**src/rtl/fifo_pkg.sv**
```systemverilog
// Shared definitions for the dual-clock FIFO and its read/write side stages.
package fifo_pkg;

    // Occupancy of the read-side skid buffer. FIFO-side checkers compare
    // against these values as plain 2-bit constants.
    typedef enum logic [1:0] {
        ST_EMPTY = 2'd0,
        ST_ONE   = 2'd1,
        ST_TWO   = 2'd2
    } skid_cnt_e;

endpackage

```
**src/rtl/rd_pkt_counter.sv**
```systemverilog
// Beat counter for packet framing: counts pops 0..PKTLEN-1 and flags the last beat.
// The write side uses this counter for its own framing as well.
module rd_pkt_counter #(
    parameter int PKTLEN = 4
) (
    input  logic                    clk,
    input  logic                    resetb,
    input  logic                    clr,
    input  logic                    inc,
    output logic [$clog2(PKTLEN):0] beat,
    output logic                    is_last
);

    localparam int CW = $clog2(PKTLEN) + 1;

    logic [CW-1:0] beat_q;
    logic [CW-1:0] beat_d;

    assign is_last = (beat_q == CW'(PKTLEN - 1));
    assign beat    = beat_q;

    // Next beat: clear wins, otherwise advance on each pop and wrap after the last beat.
    always_comb begin
        beat_d = beat_q;
        if (clr) begin
            beat_d = '0;
        end else if (inc) begin
            beat_d = is_last ? '0 : beat_q + CW'(1);
        end
    end

    // Beat register.
    always_ff @(posedge clk or negedge resetb) begin
        if (!resetb) begin
            beat_q <= '0;
        end else begin
            beat_q <= beat_d;
        end
    end

endmodule

```
**src/rtl/fifo_rd_stream.sv**
```systemverilog
// Read-side egress of the dual-clock FIFO: pops the fall-through FIFO head into a
// 2-entry skid buffer and presents it as a registered valid/ready stream with
// per-packet last tagging.
//
//   state    | meaning
//   ---------+-------------------------------------------------------------
//   ST_EMPTY | no word buffered, out_valid=0
//   ST_ONE   | head holds a word; may pop and dequeue in the same cycle
//   ST_TWO   | head and tail both hold words; popping is stopped
module fifo_rd_stream
    import fifo_pkg::*;
#(
    parameter int DSIZE  = 8,
    parameter int PKTLEN = 4
) (
    input  logic             rclk,
    input  logic             rresetb,
    input  logic [DSIZE-1:0] rdata,
    input  logic             rempty,
    output logic             rinc,
    input  logic             flush,
    output logic [DSIZE-1:0] out_data,
    output logic             out_valid,
    output logic             out_last,
    input  logic             out_ready
);

    localparam int CW = $clog2(PKTLEN) + 1;

    skid_cnt_e      count_q;
    skid_cnt_e      count_d;
    logic [DSIZE:0] head_q;
    logic [DSIZE:0] head_d;
    logic [DSIZE:0] tail_q;
    logic [DSIZE:0] tail_d;
    logic [DSIZE:0] word_in;
    logic [CW-1:0]  beat;
    logic           beat_last;
    logic           pop;
    logic           deq;

    // Pop never looks at out_ready, so there is no combinational ready path back to the FIFO.
    assign pop       = !rempty && (count_q != ST_TWO) && !flush;
    assign deq       = out_valid && out_ready;
    assign rinc      = pop;
    assign word_in   = {beat_last, rdata};
    assign out_valid = (count_q != ST_EMPTY);
    assign out_data  = head_q[DSIZE-1:0];
    assign out_last  = head_q[DSIZE];

    rd_pkt_counter #(
        .PKTLEN (PKTLEN)
    ) u_pkt (
        .clk     (rclk),
        .resetb  (rresetb),
        .clr     (flush),
        .inc     (pop),
        .beat    (beat),
        .is_last (beat_last)
    );

    // Skid buffer next state: the head only changes when it is empty or being dequeued,
    // which keeps out_data/out_last stable under backpressure.
    always_comb begin
        count_d = count_q;
        head_d  = head_q;
        tail_d  = tail_q;
        case (count_q)
            ST_EMPTY: begin
                if (pop) begin
                    head_d  = word_in;
                    count_d = ST_ONE;
                end
            end
            ST_ONE: begin
                if (pop && !deq) begin
                    tail_d  = word_in;
                    count_d = ST_TWO;
                end else if (pop && deq) begin
                    head_d = word_in;
                end else if (deq) begin
                    count_d = ST_EMPTY;
                end
            end
            ST_TWO: begin
                if (deq) begin
                    head_d  = tail_q;
                    count_d = ST_ONE;
                end
            end
            default: count_d = ST_EMPTY;
        endcase
        if (flush) begin
            count_d = ST_EMPTY;
        end
    end

    // Occupancy and entry registers.
    always_ff @(posedge rclk or negedge rresetb) begin
        if (!rresetb) begin
            count_q <= ST_EMPTY;
            head_q  <= '0;
            tail_q  <= '0;
        end else begin
            count_q <= count_d;
            head_q  <= head_d;
            tail_q  <= tail_d;
        end
    end

    a_no_pop_when_empty: assert property (@(posedge rclk) disable iff (!rresetb)
        !(rinc && rempty));

    a_count_legal: assert property (@(posedge rclk) disable iff (!rresetb)
        count_q inside {ST_EMPTY, ST_ONE, ST_TWO});

    a_stable_under_stall: assert property (@(posedge rclk) disable iff (!rresetb)
        (out_valid && !out_ready && !flush) |=> ($stable(out_data) && $stable(out_last)));

    a_flush_restarts_packet: assert property (@(posedge rclk) disable iff (!rresetb)
        flush |=> (beat == '0) && !out_valid);

endmodule
```
**config.mk**
```make
export PLATFORM = sky130hd
export DESIGN_NAME = fifo_rd_stream
export DESIGN_NICKNAME = d
export VERILOG_FILES = /design/src/rtl/fifo_pkg.sv /design/src/rtl/rd_pkt_counter.sv /design/src/rtl/fifo_rd_stream.sv
export SDC_FILE = /design/constraint.sdc
export NUM_CORES = 1
export LEC_CHECK = 0
export BUFFER_PORTS_ARGS = -buffer_cell sky130_fd_sc_hd__clkbuf_2
export CAP_MARGIN = 40
export CORE_ASPECT_RATIO = 1.4
export CORE_MARGIN = 2
export CORE_UTILIZATION = 50
export CTS_CLUSTER_DIAMETER = 80
export DETAILED_ROUTE_END_ITERATION = 6
export PLACE_DENSITY = 0.74
export REMOVE_ABC_BUFFERS = 1
export SYNTH_ARGS = -nofsm -noshare
export SYNTH_HDL_FRONTEND = slang
export SYNTH_SLANG_ARGS = --single-unit
```
**constraint.sdc**
```tcl
create_clock -name rclk -period 2.25 [get_ports rclk]
set_clock_uncertainty 0.05 [all_clocks]
set_input_delay 0.3375 -clock rclk [delete_from_list [all_inputs] [get_ports rclk]]
set_output_delay 0.3375 -clock rclk [all_outputs]
set_load 0.02 [all_outputs]
```
# Word-level counts from Yosys, hierarchy flattened
# Cells that the tools add are included.
[op_classes] reduce_logical=15 muxes=15 eq_ne=12 addsub=1
[op_table] operator="$mux W9" n=4
[op_table] operator="$pmux W9 S3" n=1
[op_table] operator="$mux W2" n=6
[op_table] operator="$ne A2 B2 Y1 const B" n=5
[op_table] operator="$mux W3" n=3
[op_table] operator="$ne A4 B4 Y1 const B" n=2
[op_table] operator="$ne A3 B3 Y1 const B" n=2
[op_table] operator="$pmux W2 S3" n=1
[op_table] operator="$logic_and A1 B1 Y1" n=5
[op_table] operator="$reduce_and A5 Y1" n=1
[op_table] operator="$reduce_and A4 Y1" n=1
[op_table] operator="$reduce_bool A2 Y1" n=2
[op_table] operator="$add A3 B1 Y3 const B" n=1
[op_table] operator="$eq A3 B2 Y1 const B" n=1
[op_table] operator="$logic_not A1 Y1" n=3
[op_table] operator="$reduce_bool A3 Y1" n=1
[op_table] operator="$eq A2 B1 Y1 const B" n=1
[op_table] operator="$eq A2 B2 Y1 const B" n=1
[op_table] operator="$logic_not A2 Y1" n=1
[op_table] operator="$reduce_and A2 Y1" n=1
[word_totals] in_bits=13 wordCells=47 reg_bits=23 out_inout_bits=11

# Logic depth before layout (Yosys ltp)
# Gate-level depths: netlist of run 1.
[logic_depth] ltp_word=8 ltp_mapped=6

# Hierarchy
# From an unflattened synthesis of run 1, not the netlist that was laid out.
[hier_totals] cells_unflattened=80 hier_area_um2=1036.0
[by_module_without_submodules] mod="fifo_rd_stream" cells_per_inst=66 seq_area_each_um2=500.5 area_per_inst_um2=889.6 n_inst=1
[by_module_without_submodules] mod="rd_pkt_counter" cells_per_inst=14 seq_area_each_um2=75.1 area_per_inst_um2=146.4 n_inst=1

# Worst setup path after synthesis of run 1
# OpenSTA, ideal clock, no wires.
[synth_path] path_kind="reg2out" startpoint="reg count_q[1]" endpoint="out rinc" arrival_time_ns=1.353 slack_ns=0.509 required_ns=1.862 path_stages_with_launch=6 path_buffers=3 path_cell_list="dfrtp_1 buf_6 and2b_1 buf_6 buf_8 nor3_1"
[synth_via] elab_chain_len=3
[synth_lines] item="start, declared" line="fifo_rd_stream.sv:30" source="skid_cnt_e count_q;"
[synth_lines] item="start signal, assigned" line="fifo_rd_stream.sv:105" source="count_q <= count_d;"
[synth_lines] item="$ne A2 B2 Y1" line="fifo_rd_stream.sv:43" source="assign pop = !rempty && (count_q != ST_TWO) && !flush;"
[synth_lines] item="$logic_and A1 B1 Y1 (2 in series)" line="fifo_rd_stream.sv:43"
[synth_lines] item="end, declared" line="fifo_rd_stream.sv:20" source="output logic rinc,"
# No other way between the ends.

# Worst setup path in the final report of run 1
# Same ends and word-level chain as after synthesis.

==> results of run 1 <==
worst max path at each step:
stage,startpoint,depth (start not counted),slack [ps],to
2_1_floorplan,count_q[1],3,540,head_q[0]
3_3_place_gp,count_q[1],3,380,head_q[3]
3_5_place_dp,count_q[1],3,300,head_q[3]
4_1_cts,count_q[1],3,120,rinc
5_1_grt,count_q[1],3,130,rinc
6_report,count_q[1],3,290,rinc
registers in the layout (all words and copies together), names as in the netlist:
register,flops
count_q,2
head_q,9
tail_q,9
u_pkt.beat,3
repair_timing:
item | in CTS | in global routing
hold endpoints to repair | 23 | 0
buffers inserted | 0 | 0
gates resized for setup | 0 | 1
hold buffers | 1 | 0
setup endpoints to repair | 0 | 1
metrics by stage:
stage | hold WS (ps) | power (W) | std cells
after CTS | 204 | 0.000959 | 130
after global placement | 300 | 0.000754 | 125
after floorplan | -8.09 | 0.000679 | 78
after detailed placement | 308 | 0.000768 | 125
final | 213 | 0.000943 | 130
after global routing | 211 | 0.000996 | 130
worst max-delay path, cell delays in order (launching register included):
cell and delay [ps]:
dfrtp_1 520, and2b_2 380, nor3_1 170, clkbuf_2 190
kinds of logic after synthesis:
kind of cell,Yosys count
fa+ha+maj,1
mux,27
flops,23
simple gates,18
buf+inv,5
compound gates,9
where the power goes:
| group | internal (W) | switching, W | total, W |
|---|---|---|---|
| Sequential | 0.000490 | 0.0000407 | 0.000531 |
| Clock | 0.0000665 | 0.000120 | 0.000187 |
| Combinational | 0.000115 | 0.000111 | 0.000226 |
| Total | 0.000671 | 0.000272 | 0.000943 |
layout make-up:
class                   instances  area, um2
clock buffers                   3       22.5
clock inverters                 1       5.00
fillers                       185        885
multi-input cells              55        522
flip-flops and latches         23        576
well taps                      22       27.5
repair buffers                 26        140
layer usage:
metal,vias to the layer above,share of wire (%)
met5,-,0
met2,19,51
met4,0,1.5
met3,4,4.7
li1,347,-
met1,362,42
layout by cell type (no fill, tap or decap):
master and n:
or2_2 2, nor3_1 2, mux2_2 27, and2b_2 1, clkbuf_4 3, nor2b_1 1
nand2_1 1, clkinv_2 1, nand2b_1 2, buf_4 2, nor4b_4 1, dfrtp_1 23
a21oi_1 5, or3b_2 1, or4_1 1, ha_1 1, nor2_1 2, o21ai_0 2
nand3b_1 2, nor3b_1 1, o41ai_4 1, o21ba_2 1, dlygate4sd3_1 1, nor2b_2 1
clkbuf_2 23
==> impl_metrics.json, run 1 <==
{
  "status": "complete, no violations",
  "area_growth_pct": 13.3,
  "synth.area.top_cells": "dfrtp_1 (50%), mux2_2 (27%), o41ai_4 (2.4%)",
  "design_area_um2": 1290,
  "hpwl_um": 1420,
  "hold_start": "rdata[0]",
  "initial_core_util_pct": 52.4,
  "tns_ps": 0,
  "worstSkewPairLatency_ps": 310,
  "wl_um": 1880,
  "holdPathStages": 2,
  "setup_viol": 0,
  "start_kind": "register",
  "crit_path_end_kind": "primary output",
  "rrSetupSlack_ps": 440,
  "placementRows": 20,
  "fin_crit_sh_pct": 87.1,
  "maxCapViolations": 0,
  "cts.path.max_buffers": 2,
  "io_buffers": 23,
  "rr_startpoint": "count_q[0]",
  "r2r_end": "tail_q[2]",
  "cts_root_buf": "clkbuf_4",
  "grt_usage_pct": 16.4,
  "p_per_area_nw_per_um2": 730,
  "async_flop_share_pct": 100,
  "cts_buffers": 3,
  "holdCritPathClass": "input pin to register",
  "postSynthAreaPerCell_um2": 13.7,
  "die_w_um": 44.4,
  "min_to": "tail_q[0]",
  "drt_pass1_iterations": 4,
  "cts_tree": "done",
  "antenna_found_initial": 0,
  "fin_crit_ps": 1960,
  "ys.flop_type": "dfrtp_1",
  "grt_pass1_vias": 729,
  "die_h_um": 60.5,
  "gp_congestion": 0.682,
  "grt_util_met3_pct": 2.98,
  "leakage_nw": 0.597,
  "max_freq_ghz": 0.510,
  "dp_worst_setup_slack_ps": 299,
  "core_um2": 2180,
  "dieArea_um2": 2690,
  "wl_per_cell_um": 14.4,
  "worst_pin_slew_ps": 557,
  "cts_htree_levels": 1,
  "synth_edf_count": 0,
  "worstPathMaxFanout": 16,
  "clkSinkCount": 23,
  "slew_violations": 0,
  "synth_xor_xnor_area_share_pct": 0,
  "grt_max_degree": 24,
  "yosys.area.top_type": "dfrtp_1",
  "slew_headroom_pct": 62.9,
  "final_util_pct": 59.4,
  "arrival_ps": 1570,
  "syn_area_um2": 1140,
  "synth-adder-area-share_pct": 1.10,
  "setup_slack_ps": 289,
  "yosysWarnings": 0,
  "yosysSeqAreaShare_pct": 50.4,
  "yosysUniqueCellTypes": 23,
  "ir_drop_mv": 0.491,
  "synth_top_family_by_area": "multiplexers",
  "clkSlewWorstSetupHoldPaths_ps": 120,
  "grt_pass1_wl_um": 3180,
  "drcViolationCount": 0,
  "synthCells": 83,
  "synth_top_area_share_pct": 50.4,
  "drive_above_1_share_pct": 59.3,
  "reg2reg_depth": 4,
  "grt-ovfl-total": 0,
  "finalHoldViolCount": 0,
  "synthMuxAreaShare_pct": 26.6,
  "synthSimpleGateAreaFrac_pct": 11.5,
  "ant_nets": 0,
  "antennaDiodeCount": 0,
  "ios": 24,
  "synth.top_cells.by_count": "mux2_2 (27), dfrtp_1 (23), a21oi_1 (5)",
  "synth-seq-cells": 23,
  "dpl_cell_area_um2": 1250,
  "drt_iter0_markers": 6,
  "synth_compound_area_share_pct": 6.36,
  "use_met2_pct": 29.4,
  "vias_per_cell": 5.63,
  "top_usage_layer": "met2",
  "rsz0062_at_grt": "false",
  "grt_use_met1_pct": 19.3,
  "nets": 123,
  "dr_total_vias": 732,
  "yosysMostFrequentCell": "mux2_2",
  "worstPathRequired_ps": 1860,
  "critical_path_class": "register to primary output"
}
(Power assumes the default switching activity.)
==> run 2, diff against run 1 <==
--- a/config.mk
+++ b/config.mk
@@ -5,14 +5,15 @@
 export SDC_FILE = /design/constraint.sdc
 export NUM_CORES = 1
 export LEC_CHECK = 0
+export ABC_AREA = 1
 export BUFFER_PORTS_ARGS = -buffer_cell sky130_fd_sc_hd__clkbuf_2
 export CAP_MARGIN = 40
-export CORE_ASPECT_RATIO = 1.4
+export CORE_ASPECT_RATIO = 1.75
 export CORE_MARGIN = 2
 export CORE_UTILIZATION = 50
 export CTS_CLUSTER_DIAMETER = 80
 export DETAILED_ROUTE_END_ITERATION = 6
-export PLACE_DENSITY = 0.74
+export PLACE_DENSITY = 0.73
 export REMOVE_ABC_BUFFERS = 1
 export SYNTH_ARGS = -nofsm -noshare
 export SYNTH_HDL_FRONTEND = slang
==> run 2 against run 1 <==
  * Sequential share of layout area is 3.3 points lower
  * Critical path depth increased by 1
  * Wire length rose by 19%
  * Largest cell class unchanged
  * Critical endpoint unchanged
  * Register-to-register slack better by 240 ps
  * Highest routed layer unchanged
  * Global-route usage is 1.9 points higher
==> impl_metrics.json, run 2 <==
{
  "status": "complete, no violations",
  "dieArea_um2": 2920,
  "ir_drop_mv": 0.618,
  "synth.top_cells.by_count": "nand2_1 (34), dfrtp_1 (23), nand3_1 (14)",
  "grt_pass1_vias": 1014,
  "gp_congestion": 0.739,
  "postSynthAreaPerCell_um2": 8.96,
  "yosys.area.top_type": "dfrtp_1",
  "hold_buffers": 0,
  "crit_path_end_kind": "primary output",
  "hpwl_um": 1740,
  "cts_buffers": 3,
  "finalHoldViolCount": 0,
  "final_util_pct": 57.4,
  "placementRows": 24,
  "nets": 178,
  "drcViolationCount": 0,
  "grt-ovfl-total": 0,
  "drt_iter0_markers": 13,
  "cts_tree": "done",
  "max_freq_ghz": 0.564,
  "holdCritPathClass": "input pin to async pin",
  "maxCapViolations": 0,
  "die_w_um": 41.7,
  "cts_htree_levels": 1,
  "layout_commonest_cell": "nand2_1",
  "yosysSeqAreaShare_pct": 46.2,
  "ios": 24,
  "wl_per_cell_um": 11.8,
  "worst_path_max_delay_cell": "dfrtp_1",
  "area_growth_pct": 12.2,
  "ys.flop_type": "dfrtp_1",
  "cts.path.max_buffers": 2,
  "vias_per_cell": 5.05,
  "leakage_nw": 0.783,
  "ant_nets": 0,
  "worst_pin_slew_ps": 580,
  "slew_headroom_pct": 61.3,
  "start_kind": "register",
  "cts_root_buf": "clkbuf_8",
  "design_area_um2": 1400,
  "io_buffers": 23,
  "dp_worst_setup_slack_ps": 697,
  "grt_max_degree": 24,
  "path_cells": "nand2_4 > nand3_4 > clkinv_4 > clkbuf_2",
  "clkSinkCount": 23,
  "initial_core_util_pct": 51.2,
  "synthCells": 139,
  "grt_pass1_wl_um": 4260,
  "critical_path_class": "register to primary output",
  "yosysMostFrequentCell": "nand2_1",
  "arrival_ps": 1390,
  "yosysUniqueCellTypes": 24,
  "cts_resized": 0,
  "synth-seq-cells": 23,
  "async_flop_share_pct": 100,
  "worstSkewPairLatency_ps": 260,
  "dr_total_vias": 954,
  "p_per_area_nw_per_um2": 1150,
  "setup_viol": 0,
  "setup_slack_ps": 476,
  "clkSlewWorstSetupHoldPaths_ps": 80,
  "yosysWarnings": 0,
  "die_h_um": 70.0,
  "rsz0062_at_grt": "false",
  "grt_usage_pct": 18.3,
  "worstPathRequired_ps": 1860,
  "wl_um": 2240,
  "cts_post_setup_buffers_inserted": 0,
  "fin_crit_ps": 1770,
  "core_um2": 2430,
  "synth_top_area_share_pct": 46.2,
  "synth.area.top_cells": "dfrtp_1 (46%), nand2_1 (10%), o21ai_2 (6.3%)",
  "antenna_found_initial": 0,
  "antennaDiodeCount": 0,
  "worstPathMaxFanout": 22,
  "syn_area_um2": 1240,
  "nFillCells": 229,
  "synth_edf_count": 0,
  "slew_violations": 0,
  "drive_above_1_share_pct": 33.1,
  "drt_pass1_iterations": 4,
  "dpl_cell_area_um2": 1350,
  "critPathMaxStageDelay_ps": 480,
  "fin_crit_sh_pct": 78.8,
  "tns_ps": 0,
  "final_cell_mix": "nand2_1 (34), dfrtp_1 (23), clkbuf_2 (23)"
}
==> run 2: cell type report <==
| cell class | count | area [um2] | share of cell area (%) |
|---|---|---|---|
| Multi-Input combinational cell | 96 | 544 | 39.0 |
| Clock inverter | 1 | 5.00 | 0.358 |
| Clock buffer | 3 | 41.3 | 2.96 |
| Timing Repair Buffer | 23 | 115 | 8.24 |
| Inverter | 17 | 82.6 | 5.91 |
| Sequential cell | 23 | 576 | 41.2 |
| Tap cell | 26 | 32.5 | 2.33 |
==> run 2: path summary, 6_finish.rpt <==
check | to | slack [ps] | depth (start not counted) | startpoint
max reg2reg | tail_q[2] | 680 | 6 | count_q[1]
max in group asynchronous | tail_q[6] | 1760 | 1 | rresetb
max | rinc | 480 | 4 | count_q[1]
min reg2reg | head_q[3] | 420 | 2 | head_q[3]
min | head_q[5] | 10 | 1 | rresetb
min in group rclk | tail_q[4] | 270 | 3 | rdata[4]
==> run 2: logic make-up after synthesis <==
group | share of synthesized area, %
buffers and inverters | 10.1
AO/OA/AOI/OAI | 12.9
AND/OR/NAND/NOR | 29.8
adder cells (fa/ha/maj) | 1.00
flip-flops | 46.2
==> run 2: critical path, delay by kind of cell, from the launching register on <==
| family | cells | cell delay [ps] |
|---|---|---|
| DFF | 1 | 480 |
| and+or+nand+nor | 2 | 400 |
| buffers and inverters | 2 | 240 |
==> run 2: layer usage <==
metal,part of all wire (%),up-vias,routed length [um],global-route usage [%]
li1,-,493,-,-
met1,41,439,923,20.5
met2,54,20,1210,33.3
met3,3.4,2,75,2.84
met4,1.2,0,26,7.17
met5,0,-,0,0
==> run 2: per-stage QoR <==
| step | hold slack (ps) | total power (W) | std cells |
|---|---|---|---|
| 2_1_floorplan | -8.09 | 0.00118 | 136 |
| 3_3_place_gp | 303 | 0.00135 | 185 |
| 3_5_place_dp | 316 | 0.00138 | 185 |
| 4_1_cts | 31.6 | 0.00163 | 189 |
| 5_1_grt | 64.6 | 0.00175 | 189 |
| 6_report | 10.2 | 0.00161 | 189 |
==> run 2: power by group <==
part	internal [W]	switching (W)
Sequential	0.000574	0.0000984
Clock	0.000123	0.000130
Combinational	0.000234	0.000451
Total	0.000931	0.000679
